`config.mk`:
```
export PLATFORM = sky130hd
export DESIGN_NAME = axi_burst_reader_flat
export DESIGN_NICKNAME = d
export VERILOG_FILES = /design/src/rtl/axi_burst_reader_if.sv /design/src/rtl/axi_burst_reader.sv /design/src/flat_wrapper.sv
export SDC_FILE = /design/constraint.sdc
export NUM_CORES = 1
export LEC_CHECK = 0
export BUFFER_PORTS_ARGS = -buffer_cell sky130_fd_sc_hd__buf_2
export CAP_MARGIN = 10
export CORE_AREA = 2 2 164 166
export DETAILED_ROUTE_END_ITERATION = 7
export DIE_AREA = 0 0 166 168
export GPL_ROUTABILITY_DRIVEN = 0
export SYNTH_ARGS = -nofsm -noshare
export SYNTH_HDL_FRONTEND = slang
export SYNTH_SLANG_ARGS = --single-unit
```
`constraint.sdc`:
```
create_clock -name clk -period 6.9 [get_ports clk]
set_clock_uncertainty 0.2 [all_clocks]
set_input_delay 0.69 -clock clk [delete_from_list [all_inputs] [get_ports clk]]
set_output_delay 0.69 -clock clk [all_outputs]
set_load 0.03 [all_outputs]
```
`src/rtl/axi_burst_reader_if.sv`:
```
// AXI4 read master + AXI-Stream command/status/data bundle
// for the burst reader.
interface axi_burst_reader_if #(
  parameter int AXI_DWIDTH  = 128,
  parameter int AXI_AWIDTH  = 32,
  parameter int AXI_IDWIDTH = 1,
  parameter int LEN_WIDTH   = 16
);
  logic [AXI_IDWIDTH-1:0]          m_axi_arid;
  logic [AXI_AWIDTH-1:0]           m_axi_araddr;
  logic [7:0]                      m_axi_arlen;
  logic [2:0]                      m_axi_arsize;
  logic [1:0]                      m_axi_arburst;
  logic                            m_axi_arlock;
  logic [3:0]                      m_axi_arcache;
  logic [2:0]                      m_axi_arprot;
  logic [3:0]                      m_axi_arregion;
  logic [3:0]                      m_axi_arqos;
  logic                            m_axi_arvalid;
  logic                            m_axi_arready;
  logic [AXI_IDWIDTH-1:0]          m_axi_rid;
  logic [AXI_DWIDTH-1:0]           m_axi_rdata;
  logic [1:0]                      m_axi_rresp;
  logic                            m_axi_rlast;
  logic                            m_axi_rvalid;
  logic                            m_axi_rready;
  logic                            s_axis_cmd_tvalid;
  logic                            s_axis_cmd_tready;
  logic [LEN_WIDTH+AXI_AWIDTH-1:0] s_axis_cmd_tdata;
  logic                            m_axis_status_tvalid;
  logic                            m_axis_status_tready;
  logic [LEN_WIDTH+1:0]            m_axis_status_tdata;
  logic [AXI_DWIDTH-1:0]           m_axis_data_tdata;
  logic [AXI_DWIDTH/8-1:0]         m_axis_data_tkeep;
  logic                            m_axis_data_tlast;
  logic                            m_axis_data_tvalid;
  logic                            m_axis_data_tready;

  modport master (
    output m_axi_arid, m_axi_araddr, m_axi_arlen, m_axi_arsize,
    output m_axi_arburst, m_axi_arlock, m_axi_arcache, m_axi_arprot,
    output m_axi_arregion, m_axi_arqos, m_axi_arvalid,
    input  m_axi_arready,
    input  m_axi_rid, m_axi_rdata, m_axi_rresp, m_axi_rlast,
    input  m_axi_rvalid,
    output m_axi_rready,
    input  s_axis_cmd_tvalid, s_axis_cmd_tdata,
    output s_axis_cmd_tready,
    output m_axis_status_tvalid, m_axis_status_tdata,
    input  m_axis_status_tready,
    output m_axis_data_tdata, m_axis_data_tkeep, m_axis_data_tlast,
    output m_axis_data_tvalid,
    input  m_axis_data_tready
  );

  modport slave (
    input  m_axi_arid, m_axi_araddr, m_axi_arlen, m_axi_arsize,
    input  m_axi_arburst, m_axi_arlock, m_axi_arcache, m_axi_arprot,
    input  m_axi_arregion, m_axi_arqos, m_axi_arvalid,
    output m_axi_arready,
    output m_axi_rid, m_axi_rdata, m_axi_rresp, m_axi_rlast,
    output m_axi_rvalid,
    input  m_axi_rready,
    output s_axis_cmd_tvalid, s_axis_cmd_tdata,
    input  s_axis_cmd_tready,
    input  m_axis_status_tvalid, m_axis_status_tdata,
    output m_axis_status_tready,
    input  m_axis_data_tdata, m_axis_data_tkeep, m_axis_data_tlast,
    input  m_axis_data_tvalid,
    output m_axis_data_tready
  );
endinterface

```
`src/rtl/axi_burst_reader.sv`:
```
// Splits a {len, addr} command into 4KB-safe AXI4 INCR
// read bursts and streams the returned beats out.
module axi_burst_reader #(
  parameter int AXI_DWIDTH      = 128,
  parameter int AXI_AWIDTH      = 32,
  parameter int AXI_IDWIDTH     = 1,
  parameter int LEN_WIDTH       = 16,
  parameter int MAX_BURST       = 16,
  parameter int MAX_OUTSTANDING = 4
) (
  input logic clk,
  input logic rst,
  axi_burst_reader_if.master bus
);
  localparam int BPB = AXI_DWIDTH / 8;
  localparam int SZ  = $clog2(BPB);
  localparam int OW  = $clog2(MAX_OUTSTANDING + 1);
  localparam int CW  = (LEN_WIDTH > 13) ? LEN_WIDTH : 13;
  localparam logic [AXI_AWIDTH-1:0] AMASK = ~AXI_AWIDTH'(BPB - 1);

  typedef enum logic [1:0] {IDLE, ADDR, DRAIN, STATUS} state_t;

  state_t                r_state, w_next;
  logic [LEN_WIDTH-1:0]  r_len, r_remain, r_rcv;
  logic [AXI_AWIDTH-1:0] r_addr;
  logic [1:0]            r_worst;
  logic [OW-1:0]         r_outst;

  logic [LEN_WIDTH-1:0]  w_cmd_len;
  logic [AXI_AWIDTH-1:0] w_cmd_addr;
  logic [12:0]           w_bnd;
  logic [CW-1:0]         w_bnd_beats, w_cap, w_beats;
  logic w_cmd_rdy, w_cmd_hs, w_arvalid, w_ar_hs;
  logic w_active, w_r_hs, w_rlast_hs, w_last_beat, w_final;
  logic w_unused;

  assign w_cmd_len  = bus.s_axis_cmd_tdata[LEN_WIDTH+AXI_AWIDTH-1 -: LEN_WIDTH];
  assign w_cmd_addr = bus.s_axis_cmd_tdata[AXI_AWIDTH-1:0] & AMASK;
  assign w_cmd_rdy  = (r_state == IDLE) && !rst;
  assign w_cmd_hs   = bus.s_axis_cmd_tvalid && w_cmd_rdy;

  // beats left before the next 4KB page, capped by burst and remaining
  assign w_bnd       = 13'd4096 - {1'b0, r_addr[11:0]};
  assign w_bnd_beats = CW'(w_bnd >> SZ);
  assign w_cap       = (w_bnd_beats < CW'(MAX_BURST)) ? w_bnd_beats : CW'(MAX_BURST);
  assign w_beats     = (CW'(r_remain) < w_cap) ? CW'(r_remain) : w_cap;

  assign w_arvalid = (r_state == ADDR) && (r_outst != OW'(MAX_OUTSTANDING));
  assign w_ar_hs   = w_arvalid && bus.m_axi_arready;

  assign w_active    = (r_state == ADDR) || (r_state == DRAIN);
  assign w_r_hs      = w_active && bus.m_axi_rvalid && bus.m_axis_data_tready;
  assign w_rlast_hs  = w_r_hs && bus.m_axi_rlast;
  assign w_last_beat = (r_rcv + LEN_WIDTH'(1)) == r_len;
  assign w_final     = w_r_hs && w_last_beat;

  assign bus.m_axi_arid     = '0;
  assign bus.m_axi_araddr   = r_addr;
  assign bus.m_axi_arlen    = 8'(w_beats - CW'(1));
  assign bus.m_axi_arsize   = 3'(SZ);
  assign bus.m_axi_arburst  = 2'b01;
  assign bus.m_axi_arlock   = 1'b0;
  assign bus.m_axi_arcache  = 4'd0;
  assign bus.m_axi_arprot   = 3'd0;
  assign bus.m_axi_arregion = 4'd0;
  assign bus.m_axi_arqos    = 4'd0;
  assign bus.m_axi_arvalid  = w_arvalid;
  assign bus.m_axi_rready   = w_active && bus.m_axis_data_tready;

  assign bus.s_axis_cmd_tready    = w_cmd_rdy;
  assign bus.m_axis_status_tvalid = (r_state == STATUS);
  assign bus.m_axis_status_tdata  = {r_worst, r_rcv};

  assign bus.m_axis_data_tdata  = bus.m_axi_rdata;
  assign bus.m_axis_data_tkeep  = '1;
  assign bus.m_axis_data_tvalid = w_active && bus.m_axi_rvalid;
  assign bus.m_axis_data_tlast  = w_active && bus.m_axi_rvalid && w_last_beat;

  assign w_unused = ^{bus.m_axi_rid};

  // state register
  always_ff @(posedge clk) begin
    if (rst) r_state <= IDLE;
    else     r_state <= w_next;
  end

  // next-state decode
  always_comb begin
    w_next = r_state;
    unique case (r_state)
      IDLE:
        if (w_cmd_hs) w_next = (w_cmd_len == '0) ? STATUS : ADDR;
      ADDR:
        if (w_ar_hs && (r_remain == LEN_WIDTH'(w_beats))) w_next = DRAIN;
      DRAIN:
        if (w_final) w_next = STATUS;
      STATUS:
        if (bus.m_axis_status_tready) w_next = IDLE;
      default: w_next = IDLE;
    endcase
  end

  // command, address, beat and response tracking
  always_ff @(posedge clk) begin
    if (rst) begin
      r_len    <= '0;
      r_remain <= '0;
      r_rcv    <= '0;
      r_addr   <= '0;
      r_worst  <= '0;
      r_outst  <= '0;
    end else begin
      if (w_cmd_hs) begin
        r_len    <= w_cmd_len;
        r_remain <= w_cmd_len;
        r_addr   <= w_cmd_addr;
        r_rcv    <= '0;
        r_worst  <= '0;
      end
      if (w_ar_hs) begin
        r_addr   <= r_addr + (AXI_AWIDTH'(w_beats) << SZ);
        r_remain <= r_remain - LEN_WIDTH'(w_beats);
      end
      if (w_r_hs) begin
        r_rcv <= r_rcv + LEN_WIDTH'(1);
        if (bus.m_axi_rresp > r_worst) r_worst <= bus.m_axi_rresp;
      end
      if (w_ar_hs && !w_rlast_hs)      r_outst <= r_outst + OW'(1);
      else if (!w_ar_hs && w_rlast_hs) r_outst <= r_outst - OW'(1);
    end
  end
endmodule

```
`src/flat_wrapper.sv`:
```
// flat-port wrapper written by rule: the top's interface ports become plain ports
module axi_burst_reader_flat 
#(
  parameter int AXI_DWIDTH      = 128,
  parameter int AXI_AWIDTH      = 32,
  parameter int AXI_IDWIDTH     = 1,
  parameter int LEN_WIDTH       = 16,
  parameter int MAX_BURST       = 16,
  parameter int MAX_OUTSTANDING = 4
)
  (clk, rst, bus_m_axi_arid, bus_m_axi_araddr, bus_m_axi_arlen, bus_m_axi_arsize, bus_m_axi_arburst, bus_m_axi_arlock, bus_m_axi_arcache, bus_m_axi_arprot, bus_m_axi_arregion, bus_m_axi_arqos, bus_m_axi_arvalid, bus_m_axi_arready, bus_m_axi_rid, bus_m_axi_rdata, bus_m_axi_rresp, bus_m_axi_rlast, bus_m_axi_rvalid, bus_m_axi_rready, bus_s_axis_cmd_tvalid, bus_s_axis_cmd_tdata, bus_s_axis_cmd_tready, bus_m_axis_status_tvalid, bus_m_axis_status_tdata, bus_m_axis_status_tready, bus_m_axis_data_tdata, bus_m_axis_data_tkeep, bus_m_axis_data_tlast, bus_m_axis_data_tvalid, bus_m_axis_data_tready);
  axi_burst_reader_if #(.AXI_DWIDTH(AXI_DWIDTH), .AXI_AWIDTH(AXI_AWIDTH), .AXI_IDWIDTH(AXI_IDWIDTH), .LEN_WIDTH(LEN_WIDTH)) bus_i ();
  input logic clk;
  input logic rst;
  output wire logic [$bits(bus_i.m_axi_arid)-1:0] bus_m_axi_arid;
  output wire logic [$bits(bus_i.m_axi_araddr)-1:0] bus_m_axi_araddr;
  output wire logic [$bits(bus_i.m_axi_arlen)-1:0] bus_m_axi_arlen;
  output wire logic [$bits(bus_i.m_axi_arsize)-1:0] bus_m_axi_arsize;
  output wire logic [$bits(bus_i.m_axi_arburst)-1:0] bus_m_axi_arburst;
  output wire logic [$bits(bus_i.m_axi_arlock)-1:0] bus_m_axi_arlock;
  output wire logic [$bits(bus_i.m_axi_arcache)-1:0] bus_m_axi_arcache;
  output wire logic [$bits(bus_i.m_axi_arprot)-1:0] bus_m_axi_arprot;
  output wire logic [$bits(bus_i.m_axi_arregion)-1:0] bus_m_axi_arregion;
  output wire logic [$bits(bus_i.m_axi_arqos)-1:0] bus_m_axi_arqos;
  output wire logic [$bits(bus_i.m_axi_arvalid)-1:0] bus_m_axi_arvalid;
  input wire logic [$bits(bus_i.m_axi_arready)-1:0] bus_m_axi_arready;
  input wire logic [$bits(bus_i.m_axi_rid)-1:0] bus_m_axi_rid;
  input wire logic [$bits(bus_i.m_axi_rdata)-1:0] bus_m_axi_rdata;
  input wire logic [$bits(bus_i.m_axi_rresp)-1:0] bus_m_axi_rresp;
  input wire logic [$bits(bus_i.m_axi_rlast)-1:0] bus_m_axi_rlast;
  input wire logic [$bits(bus_i.m_axi_rvalid)-1:0] bus_m_axi_rvalid;
  output wire logic [$bits(bus_i.m_axi_rready)-1:0] bus_m_axi_rready;
  input wire logic [$bits(bus_i.s_axis_cmd_tvalid)-1:0] bus_s_axis_cmd_tvalid;
  input wire logic [$bits(bus_i.s_axis_cmd_tdata)-1:0] bus_s_axis_cmd_tdata;
  output wire logic [$bits(bus_i.s_axis_cmd_tready)-1:0] bus_s_axis_cmd_tready;
  output wire logic [$bits(bus_i.m_axis_status_tvalid)-1:0] bus_m_axis_status_tvalid;
  output wire logic [$bits(bus_i.m_axis_status_tdata)-1:0] bus_m_axis_status_tdata;
  input wire logic [$bits(bus_i.m_axis_status_tready)-1:0] bus_m_axis_status_tready;
  output wire logic [$bits(bus_i.m_axis_data_tdata)-1:0] bus_m_axis_data_tdata;
  output wire logic [$bits(bus_i.m_axis_data_tkeep)-1:0] bus_m_axis_data_tkeep;
  output wire logic [$bits(bus_i.m_axis_data_tlast)-1:0] bus_m_axis_data_tlast;
  output wire logic [$bits(bus_i.m_axis_data_tvalid)-1:0] bus_m_axis_data_tvalid;
  input wire logic [$bits(bus_i.m_axis_data_tready)-1:0] bus_m_axis_data_tready;
  assign bus_m_axi_arid = bus_i.m_axi_arid;
  assign bus_m_axi_araddr = bus_i.m_axi_araddr;
  assign bus_m_axi_arlen = bus_i.m_axi_arlen;
  assign bus_m_axi_arsize = bus_i.m_axi_arsize;
  assign bus_m_axi_arburst = bus_i.m_axi_arburst;
  assign bus_m_axi_arlock = bus_i.m_axi_arlock;
  assign bus_m_axi_arcache = bus_i.m_axi_arcache;
  assign bus_m_axi_arprot = bus_i.m_axi_arprot;
  assign bus_m_axi_arregion = bus_i.m_axi_arregion;
  assign bus_m_axi_arqos = bus_i.m_axi_arqos;
  assign bus_m_axi_arvalid = bus_i.m_axi_arvalid;
  assign bus_i.m_axi_arready = bus_m_axi_arready;
  assign bus_i.m_axi_rid = bus_m_axi_rid;
  assign bus_i.m_axi_rdata = bus_m_axi_rdata;
  assign bus_i.m_axi_rresp = bus_m_axi_rresp;
  assign bus_i.m_axi_rlast = bus_m_axi_rlast;
  assign bus_i.m_axi_rvalid = bus_m_axi_rvalid;
  assign bus_m_axi_rready = bus_i.m_axi_rready;
  assign bus_i.s_axis_cmd_tvalid = bus_s_axis_cmd_tvalid;
  assign bus_i.s_axis_cmd_tdata = bus_s_axis_cmd_tdata;
  assign bus_s_axis_cmd_tready = bus_i.s_axis_cmd_tready;
  assign bus_m_axis_status_tvalid = bus_i.m_axis_status_tvalid;
  assign bus_m_axis_status_tdata = bus_i.m_axis_status_tdata;
  assign bus_i.m_axis_status_tready = bus_m_axis_status_tready;
  assign bus_m_axis_data_tdata = bus_i.m_axis_data_tdata;
  assign bus_m_axis_data_tkeep = bus_i.m_axis_data_tkeep;
  assign bus_m_axis_data_tlast = bus_i.m_axis_data_tlast;
  assign bus_m_axis_data_tvalid = bus_i.m_axis_data_tvalid;
  assign bus_i.m_axis_data_tready = bus_m_axis_data_tready;
  axi_burst_reader #(.AXI_DWIDTH(AXI_DWIDTH), .AXI_AWIDTH(AXI_AWIDTH), .AXI_IDWIDTH(AXI_IDWIDTH), .LEN_WIDTH(LEN_WIDTH), .MAX_BURST(MAX_BURST), .MAX_OUTSTANDING(MAX_OUTSTANDING)) u_core (.clk(clk), .rst(rst), .bus(bus_i));
endmodule
```
# == Word-level counts from Yosys, hierarchy flattened ==
# Cells that the tools add are included.
# word_totals
register_bits,87
output_inout_bits,230
elab_cells,69
# classes
addsub,7
order_cmp,3
n_eq_ne,10
mux,19
n_reduce_logical,23
# ops
cell,n
$mux 16,5
$mux 32,2
$add 32x20->32,1
$eq 16x16->1,2
$add 16x1->16 const B,1
$logic_not 16->1,1
$lt 16x16->1,1
$mux 2,8
$sub 16x16->16,1
$logic_and 1x1->1,13
$sub 13x12->13 const A,1
$lt 9x5->1 const B,1
$mux 9,1
$pmux 2 s4,1
$sub 8x1->8 const B,1
$mux 3,2
$ne 2x1->1 const B,3
$reduce_bool 2->1,3
$eq 2x2->1 const B,2
$reduce_and 4->1,1
$add 3x1->3 const B,1
$logic_not 1->1,3
$ne 3x3->1 const B,1
$sub 3x1->3 const B,1
other kinds (5),5

# == Longest topological paths before layout ==
# Gate-level depths: netlist (run 1).
# depth
ltp_word,9
mapped_depth,27
ltp_nobuf,26

# == Worst setup path after synthesis (run 1) ==
# No wires, ideal clock.
# synth_timing
path_kind,reg-to-reg
startpoint,reg u_core.r_addr[5] (netlist: u_core.bus.m_axi_araddr[5])
endpoint,reg u_core.r_addr[22] (netlist: u_core.bus.m_axi_araddr[22])
setup_time_ps,116
arrival_ps,5663
required_ps,6584
slack_ps,921
stages_incl_launch_ff,27
n_path_buf,1
cell_sequence,dfxtp_1 > inv_1 > ha_1 > nor3b_2 > mux2i_1 > or2b_1 > nor2_1 > inv_1 > ha_1 > a211oi_1 > o21a_1 > a21oi_2 > nor2_4 > buf_1 > nor3_1 > a21oi_1 > inv_1 > ha_1 > fa_1 > a21oi_1 > a31oi_1 > o31ai_2 > o21ai_2 > a21oi_2 > nor2b_2 > a311o_1 > and3_1
# synth_between
elab_chain_len,7
# synth_rtl
item,line,text
"start, declared",axi_burst_reader.sv:25,logic [AXI_AWIDTH-1:0] r_addr;
"start signal, assigned",axi_burst_reader.sv:116,r_addr <= w_cmd_addr;
"start signal, assigned",axi_burst_reader.sv:121,r_addr <= r_addr + (AXI_AWIDTH'(w_beats) << SZ);
$sub 13x12->13,axi_burst_reader.sv:43,"assign w_bnd = 13'd4096 - {1'b0, r_addr[11:0]};"
$lt 9x5->1,axi_burst_reader.sv:45,assign w_cap = (w_bnd_beats < CW'(MAX_BURST)) ? w_bnd_beats : CW'(MAX_BURST);
$mux 9,axi_burst_reader.sv:45,
$lt 16x16->1,axi_burst_reader.sv:46,assign w_beats = (CW'(r_remain) < w_cap) ? CW'(r_remain) : w_cap;
$mux 16,axi_burst_reader.sv:46,
$add 32x20->32 *,axi_burst_reader.sv:121,
$mux 32 *,axi_burst_reader.sv:120,if (w_ar_hs) begin
# Every way passes the cells marked *; elsewhere a longest branch is shown, timed or not.
# A chain may end at the register's enable or synchronous reset.

# == Worst setup path in the final report (run 1) ==
# layout_timing
startpoint,reg u_core.r_addr[5] (netlist: u_core.bus.m_axi_araddr[5])
endpoint,reg u_core.r_remain[15]
# layout_between
elab_chain_len,7
# layout_rtl
item,line,text
$sub 13x12->13 *,axi_burst_reader.sv:43,
$lt 9x5->1,axi_burst_reader.sv:45,
$mux 9 *,axi_burst_reader.sv:45,
$lt 16x16->1,axi_burst_reader.sv:46,
$mux 16 *,axi_burst_reader.sv:46,
$sub 16x16->16 *,axi_burst_reader.sv:122,r_remain <= r_remain - LEN_WIDTH'(w_beats);
$mux 16 *,axi_burst_reader.sv:120,
"end signal, assigned",axi_burst_reader.sv:115,r_remain <= w_cmd_len;
"end signal, assigned",axi_burst_reader.sv:122,
"end, declared",axi_burst_reader.sv:24,"logic [LEN_WIDTH-1:0] r_len, r_remain, r_rcv;"
# Marks and branches as above.

==> out/summary.txt, run 1 <==
CTS Hold Buffers Added = 0
Net Sw Power = 1.15 mW
placed cell count = 1274
Synth Area per Inst = 7.57 sq um
final number of hold-violating endpoints = 0
final setup vio count = 0
M1 GR Usage = 19.2%
Crit path max-delay family = compound AO/OA/AOI/OAI gates
FILL cells = 2884
DRT Wirelength = 20500 um
cell accounting for the most synthesized area = dfxtp_1
initial core utilization = 27.9%
synthesis warning total = 0
largest net degree at the start of global routing = 61
worst-margin pin slew = 1.09 ns
Clk network pwr share = 21.6%
DR pass1 iterations = 5
VDD IR max = 136 uV
Slew headroom = 27.4%
Clock Sinks = 83
top cell type's share of synthesized area = 22.6%
Crit Path Max Fanout = 15
unrepaired setup endpoints after global routing = no
post-synthesis cell type count = 77
Cell Area, Synth = 0.00736 sq mm
CP max-delay cell = mux2i_1
Worst Path Arrival = 5.94 ns
Clock transition at path regs = 0.07 ns
outcome = finished clean
DR vias = 6271
WP buf/inv = 2
Pwr Total = 2.53 mW
die height = 168 um
Internal Power = 1.37 mW
area post-placement = 0.00714 sq mm
CP cell instances = inv_1 -> ha_1 -> nor3b_2 -> mux2i_1 -> or2b_1 -> nor2_1 -> inv_1 -> ha_1 -> a211oi_1 -> o21a_1 -> a21oi_2 -> nor2_4 -> mux2i_1 -> ha_1 -> a21oi_1 -> mux2i_1 -> a31o_1 -> a221o_1 -> or3_4 -> o311ai_0 -> a31oi_1
layout cells sized above 1 = 16.9%
asr flop ratio synth = 0%
Final nets = 1177
ys flop type = dfxtp_1
initial antenna violation count = 0
HP Class = register to register
num ports = 417
top post-synthesis cells by count = buf_4 (172), nand2_1 (114), dfxtp_1 (83)
die area = 0.0279 sq mm
GRT Total Usage = 14.8%
final setup TNS = 0 ns
DR vias/cell = 4.86
critical path endpoint category = register
power density cells = 338 mW/mm^2
GRT met2 Usage = 23.9%
H-Tree Level Count = 3
Worst Path Class, Setup = register to register
GRT busiest layer = met2
cts bufs inserted = 9
Max Clk Rate = 169 MHz
global-route wire length before repair = 33000 um
antenna cells = 0
Syn Inst Count = 972
core area = 0.0264 sq mm
Post-CTS Setup Bufs = 0
Congestion Overflow GR = 0
vias in the first global route = 5961
number of buffers added on ports = 113
share of power burned in registers = 25.6%
Cell Rows = 60
post-DP HPWL = 15500 um
mean routed wirelength per cell = 15.9 um
Seq/Total Area, Yosys = 22.6%
top cells by area, synth = dfxtp_1 (23%), buf_4 (18%), ha_1 (7.3%)
Clock Path Buffers = 2
WHS = 0.272 ns
finished layout cell area = 0.00747 sq mm
fin cells = 1290
Startpoint Class = register
largest stage delay on the critical path = 0.57 ns
WP data required = 6.91 ns
Static Leakage = 3.31 nW
Final Max Slew Viols = 0
clock insertion delay at the later pin of the skew report = 0.35 ns
crit share post-route = 85.9%
DRC viols = 0
Reg area = 0.00166 sq mm
Die X-Extent = 166 um
GRT met3 Usage = 2.87%
DR iter-0 viols = 438
antenna-violating nets left = 0
EDFF count, synth = 0
area grow syn2layout = 1.56%
Multi-input gate area = 0.00432 sq mm
sw frac = 45.6%
most common cell in the synthesized netlist = buf_4
combinational share of power = 52.8%
max capacitance violation total = 0
CTS root buf = clkbuf_16
Resized Gates After CTS = 0
CTS tree = yes
Yosys reg bits = 83
Period minus WS final = 5.93 ns
[logic make-up (layout without fill, tap and decap cells)]
logic type	after synthesis	in the layout	share of synthesized area [%]
flops	83	83	22.6
mux	8	8	1.09
fa+ha+maj	47	47	8.27
simple gates	320	320	21.0
other cells	2	53	0.102
xor+xnor	52	52	6.19
buf+inv	242	168	21.3
compound gates	218	218	19.5
[placed cells by master (no fill, tap or decap), types with 3 or more instances in the layout]
cell type / instances
nand2b_1: 6
conb_1: 53
nor3_1: 16
nor3b_1: 3
o311ai_0: 3
a31oi_1: 14
buf_4: 5
o21ai_0: 29
nor2_1: 79
nand2_1: 113
a21oi_1: 75
and3_1: 12
or3_1: 8
and2_1: 7
clkbuf_16: 9
dfxtp_1: 83
a21o_1: 17
xor2_1: 20
a221oi_1: 4
nor2b_1: 6
inv_1: 32
fa_1: 3
buf_2: 113
a311oi_1: 20
a2bb2oi_1: 4
o211ai_1: 5
xnor2_1: 32
o21bai_1: 5
nand4_1: 10
or4_1: 3
o21ai_2: 3
mux2i_1: 8
nand3_1: 26
o31a_1: 3
nor4_1: 8
ha_1: 43
o21a_1: 3
a211oi_1: 9
[routing by layer]
| metal | vias up | part of all wire (%) | routed length (um) |
|---|---|---|---|
| met5 | - | 0 | 0 |
| met4 | 0 | 3.5 | 711 |
| met2 | 170 | 46 | 9450 |
| met3 | 68 | 5.0 | 1040 |
| met1 | 2933 | 45 | 9340 |
| li1 | 3100 | - | - |
[per-stage QoR]
stage	setup slack [ns]	utilization (%)
floorplan	0.921	-
global placement	1.16	27.1
detailed placement	1.00	27.1
CTS	1.00	28.4
global route	0.456	28.4
finish	0.972	28.4
[sequential cells by signal (all words and copies together), names as in the netlist]
name and flops:
u_core.r_worst 2, u_core.r_state 2, u_core.r_outst 3, u_core.r_len 16, u_core.r_rcv 16, u_core.r_remain 16
u_core.bus.m_axi_araddr 28
[final timing paths]
check	startpoint	endpoint	slack (ns)	depth (start not counted)
min reg2reg	u_core.r_len[14]	u_core.r_len[14]	0.27	2
max	u_core.bus.m_axi_araddr[5]	u_core.r_remain[15]	0.97	21
min	u_core.r_len[14]	u_core.r_len[14]	0.27	2
max reg2reg	u_core.bus.m_axi_araddr[5]	u_core.r_remain[15]	0.97	21
[final cells by class]
cell class | count | share of cell area, %
Timing Repair Buffer | 118 | 8.07
Multi-Input combinational cell | 698 | 57.9
Clock buffer | 11 | 3.25
Tap cell | 341 | 5.71
Clock inverter | 5 | 1.14
Inverter | 34 | 1.71
Sequential cell | 83 | 22.2
[power groups by stage]
| stage | sequential, mW | combinational, mW | clock (mW) |
|---|---|---|---|
| finish | 0.646 | 1.33 | 0.546 |
| global route | 0.662 | 1.48 | 0.584 |
| CTS | 0.646 | 1.34 | 0.566 |
| detailed placement | 0.656 | 1.34 | 0 |
| global placement | 0.654 | 1.33 | 0 |
| floorplan | 0.692 | 1.13 | 0 |
[worst min-delay path, stage by stage, from the launching register on]
cell	delay, ns
dfxtp_1	0.32
nand2_1	0.05
a21oi_1	0.05
Power figures use the tool's default switching activity.
==> inputs of run 2 (changes only) <==
Settings changed: REMOVE_ABC_BUFFERS set to 1.
==> out/summary.txt, run 2 (same netlist as run 1, synthesis figures left out) <==
largest net degree at the start of global routing = 58
antenna-violating nets left = 0
initial antenna violation count = 0
worst flop-to-flop path startpoint = u_core.bus.m_axi_araddr[5]
CTS Hold Buffers Added = 0
hold path cells = 2
largest stage delay on the critical path = 0.49 ns
Clock transition at path regs = 0.07 ns
Clock Path Buffers = 2
Crit Reg-Reg Endpoint = u_core.bus.m_axi_araddr[22]
WP data required = 6.94 ns
Worst Hold Endpoint = u_core.r_len[5]
GRT busiest layer = met2
worst-margin pin slew = 1.06 ns
Reg area = 0.00166 sq mm
Final nets = 1180
Resized Gates After CTS = 0
Congestion Overflow GR = 0
Startpoint Class = register
worst r2r path cells = 25
initial core utilization = 27.9%
Max Clk Rate = 167 MHz
global-route wire length before repair = 53800 um
WHS = 0.267 ns
area post-placement = 0.00717 sq mm
GRT Total Usage = 28.2%
VDD IR max = 259 uV
flip-flop count of the largest register after layout = 28
Crit Path Max Fanout = 15
max capacitance violation total = 0
DR vias = 6699
DRT Wirelength = 40500 um
antenna cells = 0
finished layout cell area = 0.00752 sq mm
critical path endpoint category = register
Worst Path Arrival = 6.04 ns
Post-CTS Setup Bufs = 0
num ports = 417
crit share post-route = 86.9%
die height = 168 um
CTS tree = yes
Crit path max-delay family = compound AO/OA/AOI/OAI gates
outcome = finished clean
CP max-delay cell = dfxtp_1
Slew headroom = 29.4%
Multi-input gate area = 0.00432 sq mm
final number of hold-violating endpoints = 0
unrepaired setup endpoints after global routing = no
area grow syn2layout = 2.18%
DR iter-0 viols = 436
H-Tree Level Count = 3
final setup TNS = 0 ns
Pwr Total = 2.59 mW
Static Leakage = 3.34 nW
Final Max Slew Viols = 0
post-DP HPWL = 35200 um
final setup vio count = 0
r2r setup slk = 0.91 ns
core area = 0.0264 sq mm
FILL cells = 2888
Clock Sinks = 83
vias in the first global route = 6021
Cell Rows = 60
Die X-Extent = 166 um
Period minus WS final = 5.99 ns
M1 GR Usage = 22.5%
HP Class = register to register
layout cells sized above 1 = 17.2%
DRC viols = 0
power density cells = 345 mW/mm^2
HP Start = u_core.r_len[5]
GRT met2 Usage = 40.4%
CTS root buf = clkbuf_16
clock insertion delay at the later pin of the skew report = 0.36 ns
WP buf/inv = 3
most frequent cells in the layout = nand2_1 (113), buf_2 (113), dfxtp_1 (83), nor2_1 (79), a21oi_1 (75)
mean routed wirelength per cell = 31.4 um
number of buffers added on ports = 113
Final Util = 28.5%
DR vias/cell = 5.18
die area = 0.0279 sq mm
GRT met3 Usage = 37.0%
Worst Path Class, Setup = register to register
DR pass1 iterations = 5
cts bufs inserted = 9
## run 2: tightest hold or removal path, delay by kind of cell, from the launching register on
| kind | cells | cell delay, ns |
|---|---|---|
| AOI/OAI and AO/OA | 1 | 0.05 |
| DFF | 1 | 0.32 |
| and+or+nand+nor | 1 | 0.05 |
## run 2: layout make-up
| cell class | count | area share, % |
|---|---|---|
| clock inverter | 6 | 1.48 |
| multi-input combinational | 698 | 57.5 |
| tap | 341 | 5.68 |
| inverter | 34 | 1.70 |
| clock buffer | 10 | 3.18 |
| timing repair buffer | 121 | 8.32 |
| sequential | 83 | 22.1 |
## run 2: worst max-delay path by stage
stage | from | end | slack, ns | depth (start not counted)
2_1_floorplan | u_core.bus.m_axi_araddr[5] | u_core.bus.m_axi_araddr[22] | 1.11 | 25
3_3_place_gp | u_core.bus.m_axi_araddr[5] | u_core.bus.m_axi_araddr[22] | 1.08 | 25
3_5_place_dp | u_core.bus.m_axi_araddr[5] | u_core.bus.m_axi_araddr[22] | 1.01 | 25
4_1_cts | u_core.bus.m_axi_araddr[5] | u_core.bus.m_axi_araddr[22] | 0.96 | 25
5_1_grt | u_core.bus.m_axi_araddr[5] | u_core.bus.m_axi_araddr[22] | 0.47 | 25
6_report | u_core.bus.m_axi_araddr[5] | u_core.bus.m_axi_araddr[22] | 0.91 | 25
## run 2: per-stage QoR
stage	worst slack [ns]	cells
final	0.906	1293
after global routing	0.468	1293
after CTS	0.961	1293
after detailed placement	1.01	1277
after global placement	1.08	1277
after floorplan	1.11	815
## run 2: where the power goes
part           switching (mW)  internal [mW]
registers              0.0927          0.553
logic                   0.861          0.497
clock network           0.226          0.365
## run 2: routing by layer
layer	vias to the layer above	part of all wire [%]
li1	3121	-
met1	3004	28
met2	532	40
met3	38	28
met4	4	3.0
met5	-	0.35
